--- src/rtl/hazard_scoreboard_pkg.sv ---
// Shared encodings for the RAW hazard scoreboard; these match the codes
// emitted by instruction decode.
package hazard_scoreboard_pkg;

    // Operand "read at stage" codes (11 is treated as none)
    localparam logic [1:0] RD_NONE = 2'b00;
    localparam logic [1:0] RD_EX   = 2'b01;
    localparam logic [1:0] RD_MEM  = 2'b10;

    // Result-forwardable-after-stage codes
    localparam logic [1:0] AV_EX  = 2'b01;
    localparam logic [1:0] AV_MEM = 2'b10;

    function automatic logic [1:0] need_code(input logic [1:0] rd);
        return (rd == 2'b11) ? RD_NONE : rd;
    endfunction

endpackage

--- src/rtl/hazard_scoreboard_match.sv ---
// Per-operand lookup: finds the youngest in-flight writer of a source register
// and decides whether its result is still too late to forward.
module hazard_scoreboard_match
    import hazard_scoreboard_pkg::*;
#(
    parameter int unsigned REG_AW = 5,
    parameter int unsigned DEPTH  = 3,
    parameter int unsigned KW     = 2
) (
    input  logic [DEPTH-1:0]        slot_valid,
    input  logic [DEPTH*REG_AW-1:0] slot_dst,
    input  logic [DEPTH*2-1:0]      slot_avail,
    input  logic [REG_AW-1:0]       src_addr,
    input  logic [1:0]              src_need,
    output logic                    hit,
    output logic [KW-1:0]           k,
    output logic                    hazard
);

    logic [1:0] need;
    logic [1:0] av;

    always_comb begin
        need = need_code(src_need);
        hit  = 1'b0;
        k    = '0;
        av   = '0;
        // Walk oldest to youngest so the youngest match is the one left standing
        for (int i = int'(DEPTH) - 1; i >= 0; i--) begin
            if (slot_valid[i] && (slot_dst[i*REG_AW +: REG_AW] == src_addr) &&
                (src_addr != '0) && (need != RD_NONE)) begin
                hit = 1'b1;
                k   = KW'(i + 1);
                av  = slot_avail[2*i +: 2];
            end
        end
        hazard = hit && ((32'(need) + 32'(k)) <= 32'(av));
    end

endmodule

--- src/rtl/hazard_scoreboard.sv ---
// RAW hazard unit beside ID: shift scoreboard of in-flight writers, stall
// request, per-operand forwarding selects and a saturating stall counter.
module hazard_scoreboard
    import hazard_scoreboard_pkg::*;
#(
    parameter int unsigned REG_AW = 5,
    parameter int unsigned DEPTH  = 3,
    parameter int unsigned CNT_W  = 16,
    parameter int unsigned FW     = $clog2(DEPTH + 1)
) (
    input  logic              clk,
    input  logic              rst_n,
    input  logic              id_valid,
    input  logic              flush,
    input  logic [REG_AW-1:0] rs_addr,
    input  logic [REG_AW-1:0] rt_addr,
    input  logic [1:0]        read_rs,
    input  logic [1:0]        read_rt,
    input  logic              wr_en,
    input  logic [REG_AW-1:0] wr_addr,
    input  logic [1:0]        wr_avail,
    output logic              stall,
    output logic [FW-1:0]     fwd_rs,
    output logic [FW-1:0]     fwd_rt,
    output logic [CNT_W-1:0]  stall_cnt
);

    // Bit/field i holds slot i+1 (slot 1 = EX)
    logic [DEPTH-1:0]        valid_q, valid_d;
    logic [DEPTH*REG_AW-1:0] dst_q, dst_d;
    logic [DEPTH*2-1:0]      avail_q, avail_d;
    logic [CNT_W-1:0]        cnt_q, cnt_d;

    logic hit_rs, hit_rt;
    logic hazard_rs, hazard_rt;
    logic load;

    hazard_scoreboard_match #(
        .REG_AW (REG_AW),
        .DEPTH  (DEPTH),
        .KW     (FW)
    ) u_match_rs (
        .slot_valid (valid_q),
        .slot_dst   (dst_q),
        .slot_avail (avail_q),
        .src_addr   (rs_addr),
        .src_need   (read_rs),
        .hit        (hit_rs),
        .k          (fwd_rs),
        .hazard     (hazard_rs)
    );

    hazard_scoreboard_match #(
        .REG_AW (REG_AW),
        .DEPTH  (DEPTH),
        .KW     (FW)
    ) u_match_rt (
        .slot_valid (valid_q),
        .slot_dst   (dst_q),
        .slot_avail (avail_q),
        .src_addr   (rt_addr),
        .src_need   (read_rt),
        .hit        (hit_rt),
        .k          (fwd_rt),
        .hazard     (hazard_rt)
    );

    // Flush masks the stall; a flushed instruction never enters slot 1
    assign stall     = id_valid & ~flush & (hazard_rs | hazard_rt);
    assign load      = id_valid & ~stall & ~flush;
    assign stall_cnt = cnt_q;

    always_comb begin
        valid_d = '0;
        dst_d   = '0;
        avail_d = '0;
        valid_d[0]        = load & wr_en & (wr_addr != '0);
        dst_d[REG_AW-1:0] = wr_addr;
        avail_d[1:0]      = wr_avail;
        for (int i = 1; i < int'(DEPTH); i++) begin
            valid_d[i]                  = valid_q[i-1];
            dst_d[i*REG_AW +: REG_AW]   = dst_q[(i-1)*REG_AW +: REG_AW];
            avail_d[2*i +: 2]           = avail_q[2*(i-1) +: 2];
        end
    end

    always_comb begin
        cnt_d = cnt_q;
        if (stall && (cnt_q != '1)) begin
            cnt_d = cnt_q + 1'b1;
        end
    end

    always_ff @(posedge clk or negedge rst_n) begin
        if (!rst_n) begin
            valid_q <= '0;
            dst_q   <= '0;
            avail_q <= '0;
            cnt_q   <= '0;
        end else begin
            valid_q <= valid_d;
            dst_q   <= dst_d;
            avail_q <= avail_d;
            cnt_q   <= cnt_d;
        end
    end

    logic unused_hits;
    assign unused_hits = hit_rs ^ hit_rt;

endmodule

--- config.mk ---
export PLATFORM = sky130hd
export DESIGN_NAME = hazard_scoreboard
export DESIGN_NICKNAME = d
export VERILOG_FILES = /design/src/rtl/hazard_scoreboard_pkg.sv /design/src/rtl/hazard_scoreboard_match.sv /design/src/rtl/hazard_scoreboard.sv
export SDC_FILE = /design/constraint.sdc
export NUM_CORES = 1
export LEC_CHECK = 0
export ABC_AREA = 1
export BUFFER_PORTS_ARGS = -buffer_cell sky130_fd_sc_hd__buf_4
export CORE_AREA = 2 2 77 79
export DETAILED_ROUTE_END_ITERATION = 10
export DIE_AREA = 0 0 79 81
export PLACE_DENSITY = 0.71
export SETUP_SLACK_MARGIN = 0.5
export SYNTH_ARGS = -nofsm -noshare
export SYNTH_HDL_FRONTEND = slang
export SYNTH_SLANG_ARGS = --single-unit
--- constraint.sdc ---
create_clock -name clk -period 3.51 [get_ports clk]
set_input_delay 0.351 -clock clk [delete_from_list [all_inputs] [get_ports clk]]
set_output_delay 0.351 -clock clk [all_outputs]
set_load 0.005 [all_outputs]
==> results.md <==
* Status: finished, final reports clean
* # diodes at 0
* CP max FO at 5
* R2R cell count at 20
* Pre-antenna DRT Iters at 4
* Compound-Gate Fraction of Synth Area at 3.760%
* R2R Setup Slk at 400 ps
* CP Data Required Time at 3160 ps
* Syn Inst Count at 378
* Crit start category: register
* GRT Util Overall at 21.62%
* Htree depth at 2
* Worst Setup End Kind: primary output
* Pin count of the biggest net entering global routing at 41
* Synth cell types at 33
* Die width at 79 um
* Root buffer cell: clkbuf_8
* Cell Pwr Density at 291.0 mW/mm2
* Post-Syn Area at 0.002695 mm2
* Setup tns final at 0 ps
* Worst-path clk slew at 90 ps
* Effective utilization at floorplan at 47.49%
* Synth-to-Final Area Change at 30.87%
* Grt ovf at 0
* Largest family of logic cells by synthesized area: simple AND/OR/NAND/NOR gates
* Ports at 47
* Post-Route WL at 6.669 mm
* Avg Cell Area, Syn at 7.130 um2
* Lkg Pwr at 0.001886 uW
* YS warnings at 0
* Arrival @ worst endpoint at 2950 ps
* First-pass GRT wire length at 10.94 mm
* Layout cells sized above 1 at 28.41%
* Min cycle time layout at 3301 ps
* Multiplexer area fraction after synthesis at 0%
* Relative slew slack at 65.29%
* Core ar. at 0.005675 mm2
* CTS tree: yes
* DRC at 0
* Xor and xnor fraction of the mapped netlist area at 4.875%
* Fin Clk Skew at 10.24 ps
* DP HPWL at 4.854 mm
* Crit path kind: reg2out
* Layout Nets at 485
* Final GP Congestion at 0.9072
* Number of I/O port buffers at 46
* Syn_nets at 417
* Number of routed nets with antenna violations at 0
* Fillers at 513
* Clk_lat worst skew at 300 ps
* Routed vias at 2582
* Simple-gate share of the synthesized area at 38.58%
* Finished Layout Cells at 522
* Vias/cell at 4.946
* RSZ-0062 raised after global routing: yes
* CTS Sinks at 40
* Inst Count DP at 497
* WL per Instance at 12.78 um
* Die area at 0.006399 mm2
* Register area share after synthesis at 37.14%
* Count of pins over their slew limit at 0
* FF+latch count, synth at 40
* Worst-Margin Slew at 520.7 ps
* Clk buf depth at 2
* Maximum VDD drop at 210.0 uV
* Max-Cap Viols at 0
* Final setup fails at 0
* Final Hold Viols at 0
* CTS Buf Count at 5
* Antenna violations before repair at 0
* Post-Synth Adder-Cell Area at 6.592%
* Vias in the first global route at 2514
* Iter 0 DRT Violations at 130
* F_max at 0.3029 GHz
* Die H at 81 um
* Final Cycle Share at 94.06%
* Hold Crit Class: in2async
* Row count at 28
-- registers in the layout (all words and copies together), names as in the netlist --
| signal | cells |
|---|---|
| avail_q | 6 |
| valid_q | 3 |
| dst_q | 15 |
| stall_cnt | 16 |
-- power breakdown --
part           internal [uW]  leakage, uW  switching, uW
clock                    211    0.0000541            177
combinational           61.5      0.00132           83.9
sequential               476     0.000508           17.1
total                    748      0.00189            278
-- repair_timing --
item | 4_1_cts | 5_1_grt
resized for setup | 8 | 17
hold endpoints to repair | 0 | 0
endpoints found under the setup margin | 17 | 18
buffers inserted | 15 | 2
hold buffers | 0 | 0
pin swaps | 18 | 20
-- Yosys cell counts --
library cell / instances / area share, %
nand2_1: 133 / 19
inv_1: 48 / 6.7
dfrtp_1: 40 / 37
nor2_1: 39 / 5.4
nand3_1: 20 / 3.7
nand4_1: 20 / 4.6
ha_1: 11 / 5.1
xnor2_1: 9 / 2.9
inv_2: 8 / 1.1
xor2_1: 6 / 1.9
nand2_2: 4 / 0.93
nand3_2: 4 / 1.5
nor2_2: 4 / 0.93
o21ai_0: 4 / 0.74
a21boi_0: 3 / 0.84
clkbuf_1: 3 / 0.42
a31oi_1: 2 / 0.46
fa_1: 2 / 1.5
nor3_1: 2 / 0.37
o21bai_1: 2 / 0.56
o22ai_1: 2 / 0.46
a21oi_1: 1 / 0.19
buf_4: 1 / 0.28
buf_6: 1 / 0.42
clkinv_1: 1 / 0.14
nand2_4: 1 / 0.42
nand3_4: 1 / 0.65
nand3b_4: 1 / 0.74
nor3b_1: 1 / 0.28
nor4_1: 1 / 0.23
o21ai_1: 1 / 0.19
o311ai_0: 1 / 0.33
or3_1: 1 / 0.23
-- placed cells by master (no fill, tap or decap), drive strengths merged, types with 2 or more instances in the layout --
cell    netlist  final
a21boi        3      3
a31oi         2      2
buf           2     66
clkbuf        3      5
clkinv        1      2
dfrtp        40     40
fa            2      2
ha           11     11
inv          56     56
nand2       138    138
nand3        25     25
nand4        20     20
nor2         43     43
nor3          2      2
o21ai         5      5
o21bai        2      2
o22ai         2      2
xnor2         9      9
xor2          6      6
-- routing by layer --
layer	up-vias	routed length, um	global-route usage (%)
li1	1319	-	-
met1	1202	3009	27.14
met2	48	3310	37.54
met3	13	191	3.111
met4	0	158	8.966
met5	-	0	0
-- kinds of logic (layout without fill, tap and decap cells) --
kind of cell | Yosys count | after routing
simple gates | 232 | 232
buf+inv | 62 | 131
flops | 40 | 40
compound gates | 16 | 16
xor+xnor | 15 | 15
fa+ha+maj | 13 | 13
-- worst paths after layout --
check	end	from
max	stall	dst_q[6]
min	dst_q[12]	rst_n
max reg2reg	stall_cnt[5]	dst_q[9]
min reg2reg	dst_q[6]	dst_q[1]
max in group asynchronous	stall_cnt[13]	rst_n
min in group clk	avail_q[1]	wr_avail[1]
-- critical path, cell delays in order, from the launching register on --
cell,delay (ps)
dfrtp_1,430
inv_1,80
nand2_1,60
nand2_1,50
inv_1,40
nand2_1,50
nor2_2,130
nand2_2,100
nand2_2,90
nand2_2,70
ha_4,160
inv_2,50
fa_1,410
inv_1,110
ha_4,210
inv_1,50
o21bai_1,60
a21boi_1,160
nand2_2,90
a21boi_2,140
buf_4,110
-- per-stage QoR --
stage / power, uW / hold slack [ps] / instance area (um2) / setup slack, ps / util (%)
after floorplan: 571.7 / 55.41 / 2744 / 444.1 / -
after global placement: 633.9 / 357.6 / 3176 / 116.2 / 55.95
after detailed placement: 637.3 / 366.8 / 3176 / 81.19 / 55.95
after CTS: 1027 / 39.43 / 3436 / 196.3 / 60.54
after global routing: 1073 / 57.80 / 3527 / 24.22 / 62.15
final: 1026 / 19.21 / 3527 / 208.6 / 62.15
-- area by class of cell --
| cell class | count | area [um2] | area share (%) |
|---|---|---|---|
| Tap cell | 75 | 93.84 | 2.661 |
| Clock buffer | 5 | 68.82 | 1.951 |
| Timing Repair Buffer | 66 | 506.7 | 14.37 |
| Sequential cell | 40 | 1001 | 28.38 |
| Multi-Input combinational cell | 276 | 1593 | 45.16 |
| Clock inverter | 3 | 42.54 | 1.206 |
| Inverter | 57 | 221.5 | 6.279 |
(Power assumes the default switching activity.)
